File: src/rtl/beat_timing_controller.sv
// Multi-channel beat/note timing: phase-accumulator sixteenth-note tick plus per-channel note FSMs.
// Optional DOTTED_EN: mode 11 plays dotted notes (D + D/2); otherwise mode 11 equals mode 10.
module beat_timing_controller #(
  parameter int CHANNELS = 4,
  parameter int BPM_W    = 8,
  parameter int ACC_W    = 32,
  parameter int TICK_INC = 23
) (
  input  logic                    CLK,
  input  logic                    RST,
  input  logic [BPM_W-1:0]        BPM,
  input  logic [2*CHANNELS-1:0]   MODE,
  input  logic [4*CHANNELS-1:0]   NOTE,
  output logic                    TICK,
  output logic                    BEAT,
  output logic [CHANNELS-1:0]     EN,
  output logic [CHANNELS-1:0]     BUSY,
  output logic [CHANNELS-1:0]     DONE
);

  // state    | meaning
  // IDLE     | channel off
  // ARMED    | enabled, waiting for the next tick to start a note
  // PLAY     | note counting down on ticks
  // FINISHED | one-shot note complete, DONE held until mode goes off
  typedef enum logic [1:0] {S_IDLE, S_ARMED, S_PLAY, S_FINISHED} ch_state_t;

`ifdef DOTTED_EN
  localparam int CNT_W = 5;
`else
  localparam int CNT_W = 4;
`endif

  localparam logic [ACC_W:0] INC = (ACC_W+1)'(TICK_INC);

  logic [ACC_W-1:0] acc;
  logic [ACC_W:0]   acc_step;
  logic [ACC_W:0]   acc_sum;
  logic [3:0]       tick_idx;
  logic             tick_q;

  ch_state_t        state_q [CHANNELS];
  ch_state_t        state_d [CHANNELS];
  logic [CNT_W-1:0] count_q [CHANNELS];
  logic [CNT_W-1:0] count_d [CHANNELS];
  logic [CHANNELS-1:0] rep_q, rep_d;
  logic [CHANNELS-1:0] en_q, en_d;

  // Carry out of the accumulator is the tick; no divider needed for the tempo.
  assign acc_step = (ACC_W+1)'(BPM) * INC;
  assign acc_sum  = {1'b0, acc} + acc_step;

  always_ff @(posedge CLK) begin
    if (RST) begin
      acc      <= '0;
      tick_q   <= 1'b0;
      tick_idx <= '0;
    end else begin
      acc    <= acc_sum[ACC_W-1:0];
      tick_q <= acc_sum[ACC_W];
      if (tick_q) tick_idx <= tick_idx + 4'd1;
    end
  end

  assign TICK = tick_q;
  assign BEAT = tick_q && (tick_idx == 4'd0);

  always_comb begin
    logic [1:0]       cur_mode;
    logic [3:0]       cur_note;
    logic [CNT_W-1:0] load_val;
`ifdef DOTTED_EN
    logic [4:0]       dur;
    dur = '0;
`endif
    cur_mode = '0;
    cur_note = '0;
    load_val = '0;
    rep_d    = rep_q;
    en_d     = '0;
    for (int i = 0; i < CHANNELS; i++) begin
      state_d[i] = state_q[i];
      count_d[i] = count_q[i];
      cur_mode   = MODE[2*i +: 2];
      cur_note   = NOTE[4*i +: 4];
`ifdef DOTTED_EN
      dur = {1'b0, cur_note} + 5'd1;
      if (cur_mode == 2'b11) dur = dur + (dur >> 1);
      load_val = dur - 5'd1;
`else
      load_val = cur_note;
`endif
      if (cur_mode == 2'b00) begin
        state_d[i] = S_IDLE;
        count_d[i] = '0;
      end else begin
        case (state_q[i])
          S_IDLE: state_d[i] = S_ARMED;
          S_ARMED: begin
            if (tick_q) begin
              rep_d[i]   = cur_mode[1];
              count_d[i] = load_val;
              en_d[i]    = 1'b1;
              state_d[i] = S_PLAY;
            end
          end
          S_PLAY: begin
            if (tick_q) begin
              if (count_q[i] != '0) begin
                count_d[i] = count_q[i] - 1'b1;
              end else if (rep_q[i]) begin
                // Note boundary: pick up whatever MODE/NOTE is current now.
                rep_d[i]   = cur_mode[1];
                count_d[i] = load_val;
                en_d[i]    = 1'b1;
              end else begin
                state_d[i] = S_FINISHED;
              end
            end
          end
          default: state_d[i] = S_FINISHED;
        endcase
      end
    end
  end

  always_ff @(posedge CLK) begin
    if (RST) begin
      rep_q <= '0;
      en_q  <= '0;
      for (int i = 0; i < CHANNELS; i++) begin
        state_q[i] <= S_IDLE;
        count_q[i] <= '0;
      end
    end else begin
      rep_q <= rep_d;
      en_q  <= en_d;
      for (int i = 0; i < CHANNELS; i++) begin
        state_q[i] <= state_d[i];
        count_q[i] <= count_d[i];
      end
    end
  end

  always_comb begin
    BUSY = '0;
    DONE = '0;
    for (int i = 0; i < CHANNELS; i++) begin
      BUSY[i] = (state_q[i] == S_ARMED) || (state_q[i] == S_PLAY);
      DONE[i] = (state_q[i] == S_FINISHED);
    end
  end

  assign EN = en_q;

endmodule

File: config.mk
export PLATFORM = sky130hd
export DESIGN_NAME = beat_timing_controller
export DESIGN_NICKNAME = d
export VERILOG_FILES = /design/src/rtl/beat_timing_controller.sv
export SDC_FILE = /design/constraint.sdc
export NUM_CORES = 1
export LEC_CHECK = 0
export BUFFER_PORTS_ARGS = -buffer_cell sky130_fd_sc_hd__buf_2
export CAP_MARGIN = 20
export CORE_MARGIN = 8
export CORE_UTILIZATION = 55
export DETAILED_ROUTE_END_ITERATION = 10
export GPL_ROUTABILITY_DRIVEN = 0
export PLACE_DENSITY_LB_ADDON = 0.25
export SLEW_MARGIN = 5
export SYNTH_ARGS = -nofsm -noshare
export SYNTH_HDL_FRONTEND = slang
export SYNTH_SLANG_ARGS = --single-unit
export TNS_END_PERCENT = 30
File: constraint.sdc
create_clock -name CLK -period 11.1 [get_ports CLK]
set_clock_uncertainty 0.05 [all_clocks]
set_input_delay 1.11 -clock CLK [delete_from_list [all_inputs] [get_ports CLK]]
set_output_delay 1.11 -clock CLK [all_outputs]
set_load 0.05 [all_outputs]
### Word level (Yosys, flattened, before mapping)

Memory sizes are Yosys's and may differ from the RTL's.
Index checks and enable logic that the tools add are counted.

* add/sub/neg operators: 6
* multiply operators: 1
* eq/ne operators: 24
* mux-type cells: 96
* bitwise logic cells: 12
* reductions and logical operators: 30

Operators with widths (number)
* 4-bit two-way mux: 24
* 2-bit two-way mux: 24
* 32-bit by 13-bit adder with 33-bit output: 1
* 1-bit two-way mux: 32
* 4-bit case mux with 2 select lines: 4
* 2-bit != test, second input constant: 12
* 2-bit case mux with 3 select lines: 4
* 5-bit AND reduction: 4
* 2-bit == test, second input constant: 8
* 2-bit logical NOT: 8
* 1-bit case mux with 2 select lines: 8
* 4-bit nonzero test: 4
* 4-bit by 1-bit subtractor with 4-bit output, second input constant: 4
* 8-bit by 5-bit multiplier with 13-bit output, second input constant: 1
* 2-bit by 1-bit == test with 1-bit output, second input constant: 4
* 1-bit bitwise OR: 8
* 2-bit nonzero test: 4
* 2-bit OR reduction: 4
* 4-bit by 1-bit adder with 4-bit output, second input constant: 1
* 4-bit logical NOT: 1
* 1-bit logical OR: 4
* 1-bit NOT: 4
* 1-bit logical AND: 1

* register bits: 45
* memory bits (writable): 24
* output and inout bits: 14
* logic and storage cells: 182
* memories kept: 2

Memory list
* count_q: words 4, bits a word 4, rd ports 4, clocked after Yosys merged registers in 0, write ports 4, RTL line 44 `logic [CNT_W-1:0] count_q [CHANNELS];`
* state_q: words 4, bits a word 2, rd ports 4, clocked after Yosys merged registers in 0, write ports 4, RTL line 42 `ch_state_t state_q [CHANNELS];`

### Logic depth before layout (Yosys ltp)

Gate-level depths: netlist (run 1).
An unclocked memory read counts as a cell.

* depth in word-level cells: 7
* depth in mapped cells: 14
* gate-level depth less buffers: 14

### Worst setup path before layout (run 1)

No wires, ideal clock.

* path kind: input to register
* start point: input port BPM[2]
* end point: register acc[26]
* data arrival time: 4.374 ns
* required time: 10.929 ns
* path slack: 6.555 ns
* stages on the path: 12
* path through: inv_1 -> fa_1 -> inv_1 -> ha_1 -> fa_1 -> inv_1 -> fa_1 -> nor2b_1 -> o31a_1 -> a21oi_1 -> a2111oi_0 -> mux2_2

* word-level cells in the longest chain between the ends: 2

Ends and longest elaborated chain
* start, declared: RTL line 11 `input logic [BPM_W-1:0] BPM,`
* 8-bit by 5-bit multiplier with 13-bit output: RTL line 50 `assign acc_step = (ACC_W+1)'(BPM) * INC;`
* 32-bit by 13-bit adder with 33-bit output: RTL line 51 `assign acc_sum = {1'b0, acc} + acc_step;`
* end signal, assigned: RTL line 59 `acc <= acc_sum[ACC_W-1:0];`
* end, declared: RTL line 36 `logic [ACC_W-1:0] acc;`

Every way passes these cells.
A chain may end at the register's enable or synchronous reset.

### Worst setup path in the final report (run 1)

Ends and elaborated chain as after synthesis.

==> results of run 1 <==
[kinds of logic after synthesis]
family	Yosys count
buf+inv	91
flops	69
mux	13
simple gates	160
fa+ha+maj	74
compound gates	132
xor+xnor	19
[cells in the final DEF (no fill, tap or decap), drive strengths merged, types with 5 or more instances in the layout]
cell type   n
ha         53
clkbuf     11
o21ai      27
or2         5
a211oi     19
o31ai       6
nor2b      12
fa         21
xnor2      10
o21bai      6
nor2       68
nand2      22
nand2b      7
nand3      12
dfxtp      69
buf        47
inv        77
mux2        9
nor3        8
xor2        9
a21oi      40
[cell type report]
class	count	area, um^2
tap	108	135
sequential	69	1380
timing repair buffer	47	235
fill	738	3270
clock inverter	5	58.8
inverter	76	285
multi-input combinational	398	3040
clock buffer	11	141
antenna	1	2.50
[path summary, 6_finish.rpt]
kind                            slack, ns  cells after the start      end
worst min register to register       0.43                      2     TICK
worst max-delay path                 6.54                     13  acc[26]
worst min-delay path                 0.43                      2     TICK
worst max register to register       7.15                     12  acc[26]
[state kept, by name, summed over array words and instances, names as in the netlist]
register,cells
acc,32
count_q,16
EN,4
state_q,8
TICK,1
rep_q,4
tick_idx,4
[worst reg2reg max path, cell delays in order, from the launching register on]
cell and delay [ns]:
dfxtp_1 0.33, inv_1 0.06, fa_1 0.47, inv_1 0.04
ha_1 0.29, fa_1 0.56, inv_1 0.06, fa_1 0.43
nor2b_1 0.19, o31a_1 0.22, a21oi_1 0.22, a2111oi_0 0.53
mux2_2 0.38
[power groups by stage]
stage	Clock (mW)	Combinational [mW]	Sequential [mW]
floorplan	0	0.585	0.311
global placement	0	0.699	0.316
detailed placement	0	0.724	0.318
CTS	0.214	0.733	0.312
global route	0.224	0.822	0.316
finish	0.209	0.729	0.312
[layer usage]
metal | part of all wire, % | GRT usage, % | wire length (um)
met1 | 43 | 19.8 | 4320
met2 | 50 | 31.0 | 4980
met3 | 5.4 | 3.01 | 536
met4 | 1.4 | 6.94 | 142
met5 | 0 | 0 | 0
==> run summary, run 1 <==
syn avg cell area - 8.55 um^2
switch share - 45.2%
Final TNS setup - 0 ns
xor/xnor share of the synthesized area - 3.49%
mux share of post-synthesis cell area - 2.97%
hold slack final - 0.425 ns
Cells after DPL - 698
slew margin rel. - 28.5%
crit-path max FO - 9
CP Class - in -> reg
Final nets - 709
Max-Cap Viols - 0
DP HPWL - 7750 um
required time worst endpoint - 11.29 ns
CTS Sinks - 69
adder-cell area share of the yosys netlist - 22.7%
post-synthesis simple-gate area fraction - 16.4%
Crit path max-delay family - adder cells
IO Count - 48
crit path cell chain - buf_2 -> inv_1 -> fa_1 -> inv_1 -> ha_1 -> fa_1 -> inv_1 -> fa_1 -> nor2b_1 -> o31a_1 -> a21oi_1 -> a2111oi_0 -> mux2_2
R2R Path Start - acc[3]
H-tree Lvls - 3
DR vias/cell - 5.52
Layout area overhead - 10.8%
dpl ws - 6.16 ns
fin. max-slew vios - 0
post-route cell area - 5280 um^2
vias in the first global route - 3918
Hold/Removal Path Class - reg -> reg
largest net degree at the start of global routing - 52
die area - 11900 um^2
layout cells sized above 1 - 13.9%
row count - 34
CTS tree - yes
Final Hold Fails - 0
Post-CTS Hold Buffers - 0
Startpoint Class - input pin
PnR worst setup slack - 6.54 ns
largest area contributor in the netlist - dfxtp_1
Yosys warning count - 0
PD cells - 237 nW/um^2
Clk pin slew, worst setup/hold paths - 0.08 ns
outcome - finished, final reports clean
initial antenna violation count - 0
Syn Nets - 666
Tot Pwr - 1.25 mW
Seq/Total Area, Yosys - 29.0%
top_reg_cell synth - dfxtp_1
share of the synthesized area in the top cell type - 29.0%
# Post-CTS Setup Buffers - 0
post-CTS sizing - 0
CP endpoint kind - register
Residual DRC - 0
post-synthesis cell type count - 56
fin crit share - 41.1%
P_leak - 2.27 nW
CORE AREA - 8550 um^2
DRT Wirelength - 9970 um
FMAX - 219 MHz
gr ovfl total - 0
first-pass GRT wire length - 16700 um
placed cell areas - 5080 um^2
CTS max path bufs - 2
Synth Cell Area - 4770 um^2
FF+latch count, synth - 69
Slew @ Worst Pin - 1.07 ns
share of power burned in the clock network - 16.7%
Final min period - 4.56 ns
slowest CP cell - fa_1
RSZ-0062 raised after global routing - no
maximum vdd ir drop - 0.000257 V
Final Setup Violations - 0
Commonest cells post-synth - 76 x inv_1, 69 x dfxtp_1, 67 x nor2_1
die height - 109 um
largest family of logic cells by synthesized area - adder cells
Port Buffer Count - 47
initial cell density of the core - 55.8%
via count - 3944
Crit path largest cell delay - 0.56 ns
Non-Filler Instances - 715
Synth Area in Compound Gates - 18.2%
CP arrival - 4.75 ns
fin util - 61.8%
Buf+Inv Stages, Crit Path - 4
TritonCTS Buffers - 9
worst-skew pair later-pin latency - 0.34 ns
Wirelength per Cell - 13.9 um
CTS Root Cell - clkbuf_8
net switching power - 565 uW
Pre-antenna DRT Iters - 4
Post-Syn Instances - 558
Synth area leaders - dfxtp_1 29%, ha_1 14%, fa_1 8.8%
Hold Path Origin - acc[31]
Antenna Violating Nets Remaining - 0
Sequential Power Share - 24.9%
top-count cell post-synth - inv_1
drt initial violations - 172
post-synthesis async set-or-reset flop share - 0%
P_int - 685 uW
gr usage total - 17.3%
Crit. Startpoint - BPM[2]
die width - 109 um
number of synthesized flops with an enable pin - 0
Comb power frac - 58.4%
No activity file was read; power rests on OpenSTA's default activity.
==> inputs of run 2 (changes only) <==
- CORE_UTILIZATION: 55 -> 54
- clock period: 11.1 -> 4.04 ns (I/O delays scaled with it)
==> run summary, run 2 (synthesis results as in run 1) <==
CTS max path bufs - 2
Clk pin slew, worst setup/hold paths - 0.09 ns
H-tree Lvls - 3
Final TNS setup - 0 ns
PD cells - 653 nW/um^2
die width - 110 um
TritonCTS Buffers - 9
vias in the first global route - 3976
cell depth of the worst setup path - 12
Residual DRC - 0
gr ovfl total - 0
IO Count - 48
Layout area overhead - 11.8%
slew margin rel. - 33.7%
Pre-antenna DRT Iters - 4
CP endpoint kind - register
initial cell density of the core - 55.2%
die area - 12100 um^2
crit path cell chain - fa_1 -> inv_1 -> fa_1 -> fa_1 -> inv_1 -> ha_1 -> o211ai_1 -> o21a_4 -> a211oi_4 -> nor2_4 -> or4_1 -> a21oi_1
first-pass GRT wire length - 17300 um
Largest register FFs - 32
Tot Pwr - 3.48 mW
Final min period - 3.76 ns
ANT cells - 0
gr usage total - 17.5%
Max-Cap Viols - 0
CORE AREA - 8640 um^2
Slew @ Worst Pin - 0.988 ns
dpl ws - 0.0113 ns
Startpoint Class - register
most flop-heavy register - acc
r2r worst-path depth - 12
Wirelength per Cell - 14.2 um
DP HPWL - 7760 um
post-CTS sizing - 0
Final Setup Violations - 0
Hold/Removal Path Class - in -> reg
Buf+Inv Stages, Crit Path - 2
Final nets - 716
Post-CTS Hold Buffers - 0
Largest regs - acc (32), count_q (16), state_q (8)
slowest CP cell - fa_1
die height - 110 um
DRT Wirelength - 10200 um
drt initial violations - 176
CP Class - reg -> reg
CTS Sinks - 69
CP arrival - 3.98 ns
PnR worst setup slack - 0.283 ns
most frequent cells in the layout - 76 x inv_1, 69 x dfxtp_1, 67 x nor2_1
fillcell total - 753
via count - 3971
# Post-CTS Setup Buffers - 0
Final Hold Fails - 0
fin crit share - 93.0%
CTS tree - yes
outcome - finished, final reports clean
P_leak - 2.31 nW
Port Buffer Count - 47
fin. max-slew vios - 0
initial antenna violation count - 0
most frequent CP cell - fa_1
Crit path largest cell delay - 0.54 ns
required time worst endpoint - 4.27 ns
worst hold stages - 3
maximum vdd ir drop - 0.000612 V
DR vias/cell - 5.51
Crit path max-delay family - adder cells
layout cells sized above 1 - 15.0%
hold slack final - 0.298 ns
Antenna Violating Nets Remaining - 0
row count - 34
CTS Root Cell - clkbuf_8
crit-path max FO - 10
worst-skew pair later-pin latency - 0.35 ns
RSZ-0062 raised after global routing - no
commonest non-fill, non-tap cell in the layout - inv_1
FMAX - 266 MHz
largest net degree at the start of global routing - 41
run 2: layout make-up:
cell class | instances | area [um^2] | share of cell area [%]
Clock buffer | 9 | 124 | 2.32
Multi-Input combinational cell | 398 | 3040 | 57.1
Timing Repair Buffer | 54 | 288 | 5.40
Tap cell | 108 | 135 | 2.54
Clock inverter | 7 | 73.8 | 1.39
Sequential cell | 69 | 1380 | 25.9
Inverter | 76 | 285 | 5.35
run 2: worst reg2reg max path, cell delays in order (launching register included):
cell and delay [ns]:
dfxtp_1 0.33, fa_1 0.47, inv_1 0.05, fa_1 0.47, fa_1 0.54, inv_1 0.04
ha_1 0.33, o211ai_1 0.12, o21a_4 0.23, a211oi_4 0.29, nor2_4 0.10, or4_1 0.51
a21oi_1 0.15
run 2: worst paths after layout:
kind | from | end | slack (ns)
worst max register to register | acc[5] | acc[31] | 0.28
worst max-delay path | acc[5] | acc[31] | 0.28
worst min-delay path | MODE[5] | rep_q[2] | 0.30
worst min register to register | acc[31] | TICK | 0.43
run 2: metal layers:
metal	global-route usage (%)	vias up	wire length [um]
met4	5.98	0	141
met1	20.9	1893	4590
met3	2.85	15	407
met5	0	-	0
met2	31.3	49	5070
li1	-	2014	-
run 2: where the power goes:
part / total (mW) / leakage, nW / switching, mW / internal, mW
clock network: 0.574 / 0.0996 / 0.287 / 0.287
registers: 0.860 / 0.562 / 0.0688 / 0.791
logic: 2.05 / 1.65 / 1.22 / 0.824
run 2: per-stage QoR:
| stage | std cells | util, % | area [um^2] |
|---|---|---|---|
| 6_report | 721 | 61.7 | 5330 |
| 5_1_grt | 721 | 61.7 | 5330 |
| 4_1_cts | 721 | 61.7 | 5330 |
| 3_5_place_dp | 705 | 59.4 | 5130 |
| 3_3_place_gp | 705 | 59.4 | 5130 |
| 2_1_floorplan | 558 | - | 4770 |
==> inputs of run 3 (changes only) <==
- ABC_AREA: default -> 1
- CORE_UTILIZATION: 54 -> 55
==> run summary, run 3 <==
outcome - finished, final reports clean
PD cells - 701 nW/um^2
initial antenna violation count - 0
DR vias/cell - 5.02
gr usage total - 18.2%
Syn Nets - 867
top-count cell post-synth - inv_1
Pre-antenna DRT Iters - 8
first-pass GRT wire length - 19600 um
die area - 12900 um^2
CP Class - reg -> reg
largest area contributor in the netlist - dfxtp_1
Slew @ Worst Pin - 1.00 ns
die height - 114 um
hold slack final - 0.266 ns
initial cell density of the core - 56.6%
crit-path max FO - 5
Layout area overhead - 10.8%
Final Hold Fails - 0
required time worst endpoint - 4.23 ns
Final Setup Violations - 0
ANT cells - 0
Post-Syn Instances - 759
Startpoint Class - register
Post-CTS Hold Buffers - 0
Max-Cap Viols - 0
post-synthesis async set-or-reset flop share - 0%
RSZ-0062 raised after global routing - no
worst-skew pair later-pin latency - 0.35 ns
number of synthesized flops with an enable pin - 0
die width - 114 um
drt initial violations - 259
r2r worst-path depth - 15
Largest register FFs - 32
Hold/Removal Path Class - in -> reg
CP endpoint kind - register
row count - 35
Commonest cells post-synth - 163 x inv_1, 160 x nand2_1, 69 x dfxtp_1
syn avg cell area - 6.90 um^2
TritonCTS Buffers - 9
Clk pin slew, worst setup/hold paths - 0.09 ns
Residual DRC - 0
P_leak - 2.99 nW
Seq/Total Area, Yosys - 26.4%
Wirelength per Cell - 11.7 um
largest net degree at the start of global routing - 35
Final min period - 3.28 ns
share of the synthesized area in the top cell type - 26.4%
Antenna Violating Nets Remaining - 0
Final nets - 920
Port Buffer Count - 47
IO Count - 48
Synth Cell Area - 5230 um^2
layout cells sized above 1 - 11.4%
post-CTS sizing - 0
most flop-heavy register - acc
top_reg_cell synth - dfxtp_1
Largest regs - acc (32), count_q (16), state_q (8)
slew margin rel. - 33.1%
DP HPWL - 8870 um
FMAX - 305 MHz
CORE AREA - 9240 um^2
worst hold stages - 3
CTS Root Cell - clkbuf_8
CTS max path bufs - 2
commonest non-fill, non-tap cell in the layout - inv_1
CTS tree - yes
DRT Wirelength - 11000 um
fin. max-slew vios - 0
CP arrival - 3.48 ns
via count - 4747
CTS Sinks - 69
most frequent cells in the layout - 163 x inv_1, 160 x nand2_1, 69 x dfxtp_1
gr ovfl total - 0
Yosys warning count - 0
Tot Pwr - 4.06 mW
Synth area leaders - dfxtp_1 26%, ha_1 13%, inv_1 12%
vias in the first global route - 4702
Final TNS setup - 0 ns
fin crit share - 81.2%
FF+latch count, synth - 69
maximum vdd ir drop - 0.000446 V
post-synthesis cell type count - 40
H-tree Lvls - 3
# Post-CTS Setup Buffers - 0
## run 3: cell types whose count changed in the layout (fill, tap and decap cells not counted), moves of 9 or more
cell / previous run / this run
nand3_1: 12 / 43
nand2_1: 22 / 160
mux2_2: 9 / 0
a21oi_1: 40 / 56
nor2b_1: 12 / 0
inv_1: 76 / 163
a211oi_1: 18 / 2
o21ai_0: 26 / 46
## run 3: cell type report
class / instances / area [um^2]
clock buffer: 9 / 124
clock inverter: 7 / 73.8
fill: 879 / 3440
inverter: 168 / 631
multi-input combinational: 517 / 3190
sequential: 69 / 1380
tap: 129 / 161
timing repair buffer: 47 / 235
## run 3: metal layers
metal / GRT usage (%) / vias up / share of wire [%]
li1: - / 2482 / -
met1: 22.0 / 2161 / 47
met2: 31.2 / 88 / 48
met3: 3.33 / 16 / 4.1
met4: 7.46 / 0 / 1.8
met5: 0 / - / 0
## run 3: worst max-delay path, stage by stage (launching register included)
cell and delay, ns:
dfxtp_1 0.31, fa_1 0.45, fa_1 0.49, inv_1 0.05, fa_1 0.54, inv_1 0.04
ha_1 0.34, nand2_1 0.11, inv_1 0.12, nand2_1 0.08, nand2_1 0.05, nand2_1 0.04
nand3_1 0.16, nand2_1 0.10, a21oi_1 0.16, nor2_1 0.07
## run 3: cell families after synthesis
group | count (synthesis) | share of synthesized area [%]
buffers and inverters | 173 | 12.6
adder cells (fa/ha/maj) | 74 | 20.7
AND/OR/NAND/NOR | 311 | 25.8
AO/OA/AOI/OAI | 127 | 13.7
XOR/XNOR | 5 | 0.837
flip-flops | 69 | 26.4
## run 3: power breakdown
part	total [mW]	leakage, nW	internal, mW	switching [mW]
Sequential	0.935	0.563	0.843	0.0917
Combinational	2.55	2.33	0.864	1.69
Clock	0.579	0.0996	0.287	0.292
## run 3: stage by stage
step                      cell area [um^2]  setup WS (ns)  instances  utilization [%]
after floorplan                       5230          0.815        759                -
after global placement                5600          0.518        930             60.6
after detailed placement              5600          0.454        930             60.6
after CTS                             5800          0.774        946             62.7
after global routing                  5800          0.528        946             62.7
final                                 5800          0.760        946             62.7
## run 3: path summary, 6_finish.rpt
check	slack [ns]	start	end
worst max-delay path	0.76	acc[6]	acc[28]
worst min-delay path	0.27	NOTE[15]	count_q[3][3]
worst max register to register	0.76	acc[6]	acc[28]
worst min register to register	0.43	count_q[1][1]	count_q[1][1]
